$ cat config.mk
export PLATFORM = sky130hd
export DESIGN_NAME = mipi_dly_tap_cal
export DESIGN_NICKNAME = d
export VERILOG_FILES = /design/src/rtl/mipi_dly_pkg.sv /design/src/rtl/mipi_dly_run_finder.sv /design/src/rtl/mipi_dly_tap_cal.sv
export SDC_FILE = /design/constraint.sdc
export NUM_CORES = 1
export LEC_CHECK = 0
export CAP_MARGIN = 20
export CORE_MARGIN = 4
export CORE_UTILIZATION = 55
export CTS_CLUSTER_DIAMETER = 120
export CTS_CLUSTER_SIZE = 16
export DETAILED_ROUTE_END_ITERATION = 7
export PLACE_DENSITY_LB_ADDON = 0.25
export SYNTH_ARGS = -nofsm -noshare
export SYNTH_HDL_FRONTEND = slang
export SYNTH_SLANG_ARGS = --single-unit
$ cat constraint.sdc
create_clock -name clk -period 3.65 [get_ports clk]
set_input_delay 0.365 -clock clk [delete_from_list [all_inputs] [get_ports clk]]
set_output_delay 0.365 -clock clk [all_outputs]
set_load 0.02 [all_outputs]
$ cat src/rtl/mipi_dly_pkg.sv
// Shared definitions for the MIPI RX delay-tap calibration controller:
// FSM state encoding, the HS sync pattern and a width helper.
package mipi_dly_pkg;

    typedef enum logic [2:0] {
        IDLE,
        SETTLE,
        MEASURE,
        NEXT,
        EVAL,
        DONE
    } state_t;

    localparam logic [7:0] SYNC_BYTE = 8'hB8;

    // Bits needed to encode n distinct values (minimum 1).
    function automatic int clog2(input int n);
        int w;
        w = 0;
        while ((1 << w) < n) w = w + 1;
        if (w == 0) w = 1;
        return w;
    endfunction

endpackage

$ cat src/rtl/mipi_dly_run_finder.sv
// Sequential longest-run scanner for the per-tap pass bitmap.
// One bit per cycle, starting with the cycle in which start is high. valid
// pulses once after the last tap. The earliest run wins ties, and there is no
// wrap-around from the top tap to tap 0.
module mipi_dly_run_finder
    import mipi_dly_pkg::*;
#(
    parameter int NUM_TAPS = 8,
    parameter int TAP_W    = 3,
    parameter int LEN_W    = clog2(NUM_TAPS + 1)
) (
    input  logic                clk,
    input  logic                rst,
    input  logic                start,
    input  logic [NUM_TAPS-1:0] bitmap,
    output logic [TAP_W-1:0]    best_start,
    output logic [LEN_W-1:0]    best_len,
    output logic                valid
);

    logic [TAP_W-1:0] idx;
    logic [TAP_W-1:0] run_start;
    logic [LEN_W-1:0] run_len;
    logic             active;

    logic [TAP_W-1:0] cur_idx;
    logic [LEN_W-1:0] prev_len;
    logic [LEN_W-1:0] prev_best;
    logic [LEN_W-1:0] new_len;
    logic [TAP_W-1:0] new_start;

    // Step the run tracker by one bitmap position; start restarts from tap 0.
    always_comb begin
        cur_idx   = start ? '0 : idx;
        prev_len  = start ? '0 : run_len;
        prev_best = start ? '0 : best_len;
        new_len   = bitmap[cur_idx] ? prev_len + LEN_W'(1) : '0;
        new_start = (prev_len == '0) ? cur_idx : run_start;
    end

    // Scan registers: only a strictly longer run replaces the best, so ties keep the lower start.
    always_ff @(posedge clk or posedge rst) begin
        if (rst) begin
            idx        <= '0;
            run_start  <= '0;
            run_len    <= '0;
            best_start <= '0;
            best_len   <= '0;
            active     <= 1'b0;
            valid      <= 1'b0;
        end else begin
            valid <= 1'b0;
            if (start || active) begin
                run_len   <= new_len;
                run_start <= new_start;
                idx       <= cur_idx + TAP_W'(1);
                if (new_len > prev_best) begin
                    best_len   <= new_len;
                    best_start <= new_start;
                end else if (start) begin
                    best_len   <= '0;
                    best_start <= '0;
                end
                if (cur_idx == TAP_W'(NUM_TAPS - 1)) begin
                    active <= 1'b0;
                    valid  <= 1'b1;
                end else begin
                    active <= 1'b1;
                end
            end
        end
    end

endmodule

$ cat src/rtl/mipi_dly_tap_cal.sv
// Runtime delay-tap calibration for the MIPI RX byte path. Each tap is swept
// in turn: the chain settles, then HS sync bytes are counted over a window.
// The centre of the longest passing run then drives tap_sel.
// Optional feature: define MIPI_DLY_CAL_MAP_EN to expose the pass bitmap on pass_map.
module mipi_dly_tap_cal
    import mipi_dly_pkg::*;
#(
    parameter int         NUM_TAPS    = 8,
    parameter int         TAP_W       = 3,
    parameter int         DEFAULT_TAP = 4,
    parameter int         SETTLE_CYC  = 16,
    parameter int         WIN_CYC     = 256,
    parameter int         MIN_HITS    = 4,
    parameter logic [7:0] SYNC_BYTE   = mipi_dly_pkg::SYNC_BYTE
) (
    input  logic                clk,
    input  logic                rst,
    input  logic                cal_start,
    input  logic [7:0]          data_in,
    input  logic                data_vld,
    output logic [TAP_W-1:0]    tap_sel,
    output logic                cal_busy,
    output logic                cal_done,
    output logic                cal_fail
`ifdef MIPI_DLY_CAL_MAP_EN
    ,
    output logic [NUM_TAPS-1:0] pass_map
`endif
);

    localparam int MAX_CYC = (SETTLE_CYC > WIN_CYC) ? SETTLE_CYC : WIN_CYC;
    localparam int CNT_W   = clog2(MAX_CYC);
    localparam int HIT_W   = clog2(MIN_HITS + 1);
    localparam int LEN_W   = clog2(NUM_TAPS + 1);

    state_t              state;
    state_t              state_nxt;
    logic [CNT_W-1:0]    cnt;
    logic [HIT_W-1:0]    hits;
    logic [NUM_TAPS-1:0] bitmap;
    logic                eval_go;

    logic                settle_end;
    logic                win_end;
    logic                last_tap;
    logic                hit;

    logic [TAP_W-1:0]    fin_start;
    logic [LEN_W-1:0]    fin_len;
    logic                fin_valid;
    logic [LEN_W-1:0]    half_len;
    logic [TAP_W-1:0]    result_tap;

    assign settle_end = (cnt == CNT_W'(SETTLE_CYC - 1));
    assign win_end    = (cnt == CNT_W'(WIN_CYC - 1));
    assign last_tap   = (tap_sel == TAP_W'(NUM_TAPS - 1));
    assign hit        = data_vld && (data_in == SYNC_BYTE);

    // Centre of the best run, rounded toward the lower tap.
    assign half_len   = (fin_len - LEN_W'(1)) >> 1;
    assign result_tap = fin_start + TAP_W'(half_len);

    mipi_dly_run_finder #(
        .NUM_TAPS (NUM_TAPS),
        .TAP_W    (TAP_W),
        .LEN_W    (LEN_W)
    ) u_run_finder (
        .clk        (clk),
        .rst        (rst),
        .start      (eval_go),
        .bitmap     (bitmap),
        .best_start (fin_start),
        .best_len   (fin_len),
        .valid      (fin_valid)
    );

    // State register.
    always_ff @(posedge clk or posedge rst) begin
        if (rst) state <= IDLE;
        else     state <= state_nxt;
    end

    // Next-state logic; cal_start is only honoured in IDLE.
    always_comb begin
        // NOTE: assigning the default before the case keeps every path driven, so no latch is inferred.
        state_nxt = state;
        case (state)
            IDLE:    if (cal_start)  state_nxt = SETTLE;
            SETTLE:  if (settle_end) state_nxt = MEASURE;
            MEASURE: if (win_end)    state_nxt = NEXT;
            NEXT:    state_nxt = last_tap ? EVAL : SETTLE;
            EVAL:    if (fin_valid)  state_nxt = DONE;
            DONE:    state_nxt = IDLE;
            default: state_nxt = IDLE;
        endcase
    end

    // Sweep datapath and registered outputs.
    always_ff @(posedge clk or posedge rst) begin
        if (rst) begin
            cnt      <= '0;
            hits     <= '0;
            // NOTE: the bitmap is a handful of flops and is reset, so a sweep cut short by rst leaves nothing behind.
            bitmap   <= '0;
            eval_go  <= 1'b0;
            tap_sel  <= TAP_W'(DEFAULT_TAP);
            cal_busy <= 1'b0;
            cal_done <= 1'b0;
            cal_fail <= 1'b0;
        end else begin
            // NOTE: non-blocking assignments make every register here update from pre-edge values.
            cal_done <= 1'b0;
            eval_go  <= 1'b0;
            case (state)
                IDLE: begin
                    if (cal_start) begin
                        tap_sel  <= '0;
                        bitmap   <= '0;
                        cal_busy <= 1'b1;
                        cnt      <= '0;
                        hits     <= '0;
                    end
                end
                SETTLE: begin
                    cnt <= settle_end ? '0 : cnt + CNT_W'(1);
                end
                MEASURE: begin
                    cnt <= win_end ? '0 : cnt + CNT_W'(1);
                    if (hit && (hits != HIT_W'(MIN_HITS))) hits <= hits + HIT_W'(1);
                end
                NEXT: begin
                    bitmap[tap_sel] <= (hits == HIT_W'(MIN_HITS));
                    hits            <= '0;
                    if (last_tap) eval_go <= 1'b1;
                    else          tap_sel <= tap_sel + TAP_W'(1);
                end
                DONE: begin
                    cal_done <= 1'b1;
                    cal_busy <= 1'b0;
                    if (fin_len == '0) begin
                        tap_sel  <= TAP_W'(DEFAULT_TAP);
                        cal_fail <= 1'b1;
                    end else begin
                        tap_sel  <= result_tap;
                        cal_fail <= 1'b0;
                    end
                end
                default: ;
            endcase
        end
    end

`ifdef MIPI_DLY_CAL_MAP_EN
    // Published bitmap: refreshed at the end of each calibration.
    always_ff @(posedge clk or posedge rst) begin
        if (rst)                pass_map <= '0;
        else if (state == DONE) pass_map <= bitmap;
    end
`endif

endmodule

# Word level (Yosys, flattened, before mapping)
# Cells that the tools add are included.
[classes] order_cmp=4 n_addsub=7 mux=39 eq_ne=18 reduce_logical=20
[op_table] cell="$mux 3" n=13
[op_table] cell="$mux 8" n=3
[op_table] cell="$pmux 8 s3" n=1
[op_table] cell="$pmux 3 s3" n=2
[op_table] cell="$eq 8x8->1 const B" n=2
[op_table] cell="$mux 4" n=4
[op_table] cell="$pmux 8 s2" n=1
[op_table] cell="$eq 3x3->1 const B" n=5
[op_table] cell="$pmux 3 s5" n=1
[op_table] cell="$mux 1" n=10
[op_table] cell="$ne 2x2->1 const B" n=5
[op_table] cell="$add 3x1->3 const B" n=3
[op_table] cell="$reduce_bool 3->1" n=3
[op_table] cell="$add 8x1->8 const B" n=1
[op_table] cell="$bwmux 8" n=1
[op_table] cell="$eq 8x4->1 const B" n=1
[op_table] cell="$logic_not 4->1" n=2
[op_table] cell="$lt 3x4->1 const B" n=2
[op_table] cell="$reduce_and 2->1" n=4
[op_table] cell="$eq 3x2->1 const B" n=2
[op_table] cell="$reduce_and 3->1" n=2
[op_table] cell="$reduce_bool 2->1" n=3
[op_table] cell="$add 4x1->4 const B" n=1
[op_table] cell="$gt 4x4->1" n=1
[op_table] cell="other kinds (13)" n=15
[totals] regBits=48 input_bits=12

# Logic depth before layout (Yosys ltp)
[depth] ltp_word=7 depth_mapped=12 depth_no_buf=11

# By module
# A second synthesis with hierarchy kept.
[unflattened] cells_unflattened=313 area_unflattened_um2=2917.8
[modules_own_cells] module="mipi_dly_tap_cal" area_per_inst_um2=1769.2 instances=1 seq_area_each_um2=726.9 cells_per_inst=196
[modules_own_cells] module="mipi_dly_run_finder" area_per_inst_um2=1148.6 instances=1 seq_area_each_um2=475.5 cells_per_inst=117

# Worst setup path before layout
# No wires, ideal clock.
[synth_path] path_kind="reg-to-reg" startpoint="reg u_run_finder.idx[0]" endpoint="reg u_run_finder.best_len[2]" slack_ns=0.979 t_required_ns=3.529 path_stages_with_launch=13 arrival_ns=2.550 path_buffers=1 cell_sequence="dfrtp_1 buf_6 mux4_2 nand2_2 o211a_4 nor2_2 and2_1 ha_1 nor2b_1 o211ai_1 a21oi_1 a21oi_1 a22o_1"
[synth_between] elab_chain_cells=6
[synth_lines] item="from (decl)" line="mipi_dly_run_finder.sv:21" text="logic [TAP_W-1:0] idx;"
[synth_lines] item="from (signal assigned)" line="mipi_dly_run_finder.sv:56" text="idx <= cur_idx + TAP_W'(1);"
[synth_lines] item="$mux 3" line="mipi_dly_run_finder.sv:34" text="cur_idx = start ? '0 : idx;"
[synth_lines] item="$bmux 1 s3" line="mipi_dly_run_finder.sv:37" text="new_len = bitmap[cur_idx] ? prev_len + LEN_W'(1) : '0;"
[synth_lines] item="$mux 1 (implied by the code)" line="mipi_dly_run_finder.sv:37"
[synth_lines] item="$mux 4" line="mipi_dly_run_finder.sv:37"
[synth_lines] item="via u_run_finder.new_len[1]" line="mipi_dly_run_finder.sv:29" text="logic [LEN_W-1:0] new_len;"
[synth_lines] item="$gt 4x4->1" line="mipi_dly_run_finder.sv:57" text="if (new_len > prev_best) begin"
[synth_lines] item="$mux 4" line="mipi_dly_run_finder.sv:57"
[synth_lines] item="to (signal assigned)" line="mipi_dly_run_finder.sv:58" text="best_len <= new_len;"
[synth_lines] item="to (decl)" line="mipi_dly_run_finder.sv:17" text="output logic [LEN_W-1:0] best_len,"
# The timed path passes the listed nets, and every way through them passes these cells. The select of a mux whose other input is x is not followed.
# A chain may end at the register's enable or synchronous reset.

# Worst setup path after layout
[layout_path] startpoint="reg eval_go" endpoint="reg u_run_finder.best_len[2]"
[layout_between] elab_chain_cells=6
[layout_lines] item="from (decl)" line="mipi_dly_tap_cal.sv:41" text="logic eval_go;"
[layout_lines] item="from (signal assigned)" line="mipi_dly_tap_cal.sv:105" text="eval_go <= 1'b0;"
[layout_lines] item="from (signal assigned)" line="mipi_dly_tap_cal.sv:113" text="eval_go <= 1'b0;"
[layout_lines] item="from (signal assigned)" line="mipi_dly_tap_cal.sv:134" text="if (last_tap) eval_go <= 1'b1;"
[layout_lines] item="$mux 3" line="mipi_dly_run_finder.sv:34"
[layout_lines] item="$bmux 1 s3" line="mipi_dly_run_finder.sv:37"
[layout_lines] item="$mux 1 (implied by the code)" line="mipi_dly_run_finder.sv:37"
[layout_lines] item="$mux 4 *" line="mipi_dly_run_finder.sv:37"
[layout_lines] item="via u_run_finder.new_len[2]" line="mipi_dly_run_finder.sv:29"
[layout_lines] item="$gt 4x4->1" line="mipi_dly_run_finder.sv:57"
[layout_lines] item="$mux 4 *" line="mipi_dly_run_finder.sv:57"
# The timed path passes the listed nets; every way through them passes the cells marked *. The select of a mux whose other input is x is not followed.

==> summary.txt <==
Layout
  • Post-layout nets: between 300 and 400
  • Layout cells sized above 1: 7.89%
  • Commonest cells after routing, fill and taps aside: dfrtp_1, o21ai_0, nand2_1, nor2_1, clkdlybuf4s50_1
  • Commonest non-fill, non-tap cell in the layout: dfrtp_1
  • Ant. Diodes: 0
  • Area delta synth->final: 11.5%
  • FILL cells: between 400 and 500

Synth
  • Post-Syn Instances: 290
  • Synthesized Nets: 319
  • #FFs+latches synth: 48
  • Top FF cell, synth: dfrtp_1
  • Asr flop ratio synth: 100%
  • Synth unique cells: between 50 and 60
  • Post-synthesis sequential area ratio: 42.9%
  • Post-synth top area share: a little over two fifths
  • Biggest area consumer among synthesized cells: dfrtp_1
  • Top post-synthesis cells by area: dfrtp_1, ha_1, o21ai_0
  • Post-synth EDFFs: 0
  • Synthesized area: 2800 um2
  • Syn_area_per_cell: slightly below 10 um2
  • Yosys warns: 0

Floorplanning
  • Die width: 79.4 um
  • IO Count: 18
  • Core area: slightly below 5000 um2
  • Row cnt: 25
  • Die area: between 6000 and 7000 um2
  • Initial Util: 58.1%
  • Die height: about 80 um

Drt
  • DR pass1 iterations: 4
  • Wire per inst: approximately 15 um
  • Initial DRC Count: 200
  • Vias/cell: between 5 and 6
  • Post-DRT Antenna Nets: 0
  • Post-Route WL: between 5000 and 6000 um
  • DRC: 0
  • Total number of vias: between 2,000 and 2,500

Clock network
  • Setup Buffers After CTS: 0
  • H-tree Lvls: 2
  • CTS tree: done
  • CTS Sinks: between 40 and 50
  • CTS Hold Bufs: 0
  • Clk_lat worst skew: 0.31 ns
  • Clk buf depth: 2
  • CTS Buf Count: 5
  • Root Buffer: clkbuf_8
  • Worst-path clk slew: 0.09 ns
  • Post_cts resized: 0

Worst hold path
  • Worst Hold Class: in -> async

GRT
  • Total congestion overflow: 0
  • Vias in the first global route: between 2,000 and 2,500
  • Largest net degree at the start of global routing: 49
  • Initial antenna violation count: 0
  • Global-route wire length before repair: 10,000 um
  • GR Util All Layers: 20.3%

Power
  • Leak: around 1.4 nW
  • Maximum vdd ir drop: about 0.00027 V
  • PD cells: 486 nW/um2

Worst setup path
  • Critical path buffers and inverters: 2
  • CP top delay family: compound AO/OA/AOI/OAI gates
  • CP endpoint kind: register
  • Worst path slowest cell: dfrtp_1
  • Worst path cell trace: inv_1 > nand2_1 > inv_1 > ha_1 > xor2_1 > nor3_1 > ha_1 > and4_1 > a21oi_1 > a21oi_1 > a22o_1
  • Maximum fanout along the worst path: 15
  • R2r setup slk: about 0.46 ns
  • CP Depth: 11
  • R2R cell count: 11
  • Startpoint class of the critical path: register
  • CP arrival: ~3.4 ns
  • RR Startpoint: eval_go
  • Data required time at the worst endpoint: between 3 and 4 ns
  • Crit Path Category: reg -> reg
  • Worst path max stage delay: 0.63 ns
  • FF-to-FF End: u_run_finder.best_len[2]

Timing
  • Max Fclk: 314 MHz
  • Final hold slack: around 0.29 ns
  • # setup viols final: 0
  • Max-Slew Margin vs Limit: just under 60%
  • Fin crit share: between 80% and 90%
  • Final Max Slew Viols: 0
  • Tmin final: between 3 and 4 ns
  • Tightest Pin Transition: just over 0.6 ns
  • TNS Setup: 0 ns
  • Setup Skew: 0.00986 ns
  • RSZ-0062 raised after global routing: no
  • Final hold violations: 0

Status
  • Outcome: finished, final reports clean

Placed design
  • Dpl hpwl: 4010 um
  • Port buffer count: 17
  • GP Congestion: approximately 0.86

Job
  • Max cap viols: 0
==> layout make-up <==
type                            instances  area (um2)  share of cell area, %
Clock inverter                          3        42.5                   1.36
Sequential cell                        48        1200                   38.5
Timing Repair Buffer                   18         190                   6.09
Inverter                               14        52.6                   1.68
Clock buffer                            5        68.8                   2.20
Multi-Input combinational cell        216        1480                   47.5
Tap cell                               67        83.8                   2.69
==> layer usage <==
layer / wire length [um] / share of wire [%] / GRT usage (%) / vias up
li1: - / - / - / 1076
met1: 2750 / 49 / 29.8 / 1008
met2: 2480 / 45 / 29.6 / 50
met3: 244 / 4.4 / 3.40 / 7
met4: 91 / 1.6 / 8.59 / 0
met5: 0 / 0 / 0 / -
==> state kept, by name, indices dropped and copies added, names as in the netlist <==
name                     flops
bitmap                       8
cal_busy                     1
cal_done                     1
cal_fail                     1
cnt                          8
eval_go                      1
hits                         3
state                        3
tap_sel                      3
u_run_finder.active          1
u_run_finder.best_len        4
u_run_finder.best_start      3
u_run_finder.idx             3
u_run_finder.run_len         4
u_run_finder.run_start       3
u_run_finder.valid           1
==> cells in the mapped netlist, drive strengths merged, types with 2 or more instances <==
| library cell | count |
|---|---|
| dfrtp | 47 |
| o21ai | 29 |
| nand2 | 25 |
| nor2 | 20 |
| ha | 16 |
| a21oi | 14 |
| inv | 14 |
| nand3 | 9 |
| nor2b | 9 |
| a31oi | 8 |
| mux2 | 7 |
| buf | 6 |
| clkbuf | 6 |
| mux2i | 6 |
| nand2b | 6 |
| nor3 | 6 |
| a22o | 5 |
| nor3b | 5 |
| o2bb2ai | 5 |
| xor2 | 5 |
| nand4 | 4 |
| a21o | 3 |
| and2 | 3 |
| o31ai | 3 |
| xnor2 | 3 |
| a41oi | 2 |
| nand4b | 2 |
| o21a | 2 |
| o31a | 2 |
==> cell families (layout without fill, tap and decap cells) <==
logic type,count (synthesis),in the layout,share of synthesized area (%)
mux,14,14,5.76
compound gates,82,82,18.9
flops,48,48,42.9
fa+ha+maj,17,17,7.86
simple gates,94,94,17.0
buf+inv,26,40,4.16
xor+xnor,9,9,3.31
==> how the worst max path moves through the flow <==
stage / start / to / slack, ns
after global placement: eval_go / u_run_finder.best_len[2] / 0.67
after CTS: eval_go / u_run_finder.best_len[2] / 0.49
final: eval_go / u_run_finder.best_len[2] / 0.46
after floorplan: u_run_finder.idx[0] / u_run_finder.best_len[2] / 0.98
after detailed placement: eval_go / u_run_finder.best_len[2] / 0.51
after global routing: eval_go / u_run_finder.best_len[2] / 0.15
==> per-stage QoR <==
| stage | power, mW | instance area, um2 | cells | setup slack, ns | utilization, % |
|---|---|---|---|---|---|
| after CTS | 1.52 | 3100 | 370 | 0.486 | 64.4 |
| after global placement | 1.12 | 2990 | 362 | 0.669 | 62.1 |
| final | 1.52 | 3120 | 371 | 0.462 | 64.8 |
| after global routing | 1.62 | 3120 | 371 | 0.151 | 64.8 |
| after detailed placement | 1.13 | 2990 | 362 | 0.510 | 62.1 |
| after floorplan | 1.04 | 2800 | 290 | 0.979 | - |
==> power breakdown <==
| part | switching [mW] | internal (mW) | leakage, nW |
|---|---|---|---|
| logic | 0.252 | 0.187 | 0.663 |
| registers | 0.106 | 0.585 | 0.651 |
| clock network | 0.185 | 0.203 | 0.0541 |
Note: power is estimated with default switching activity, not from simulation.
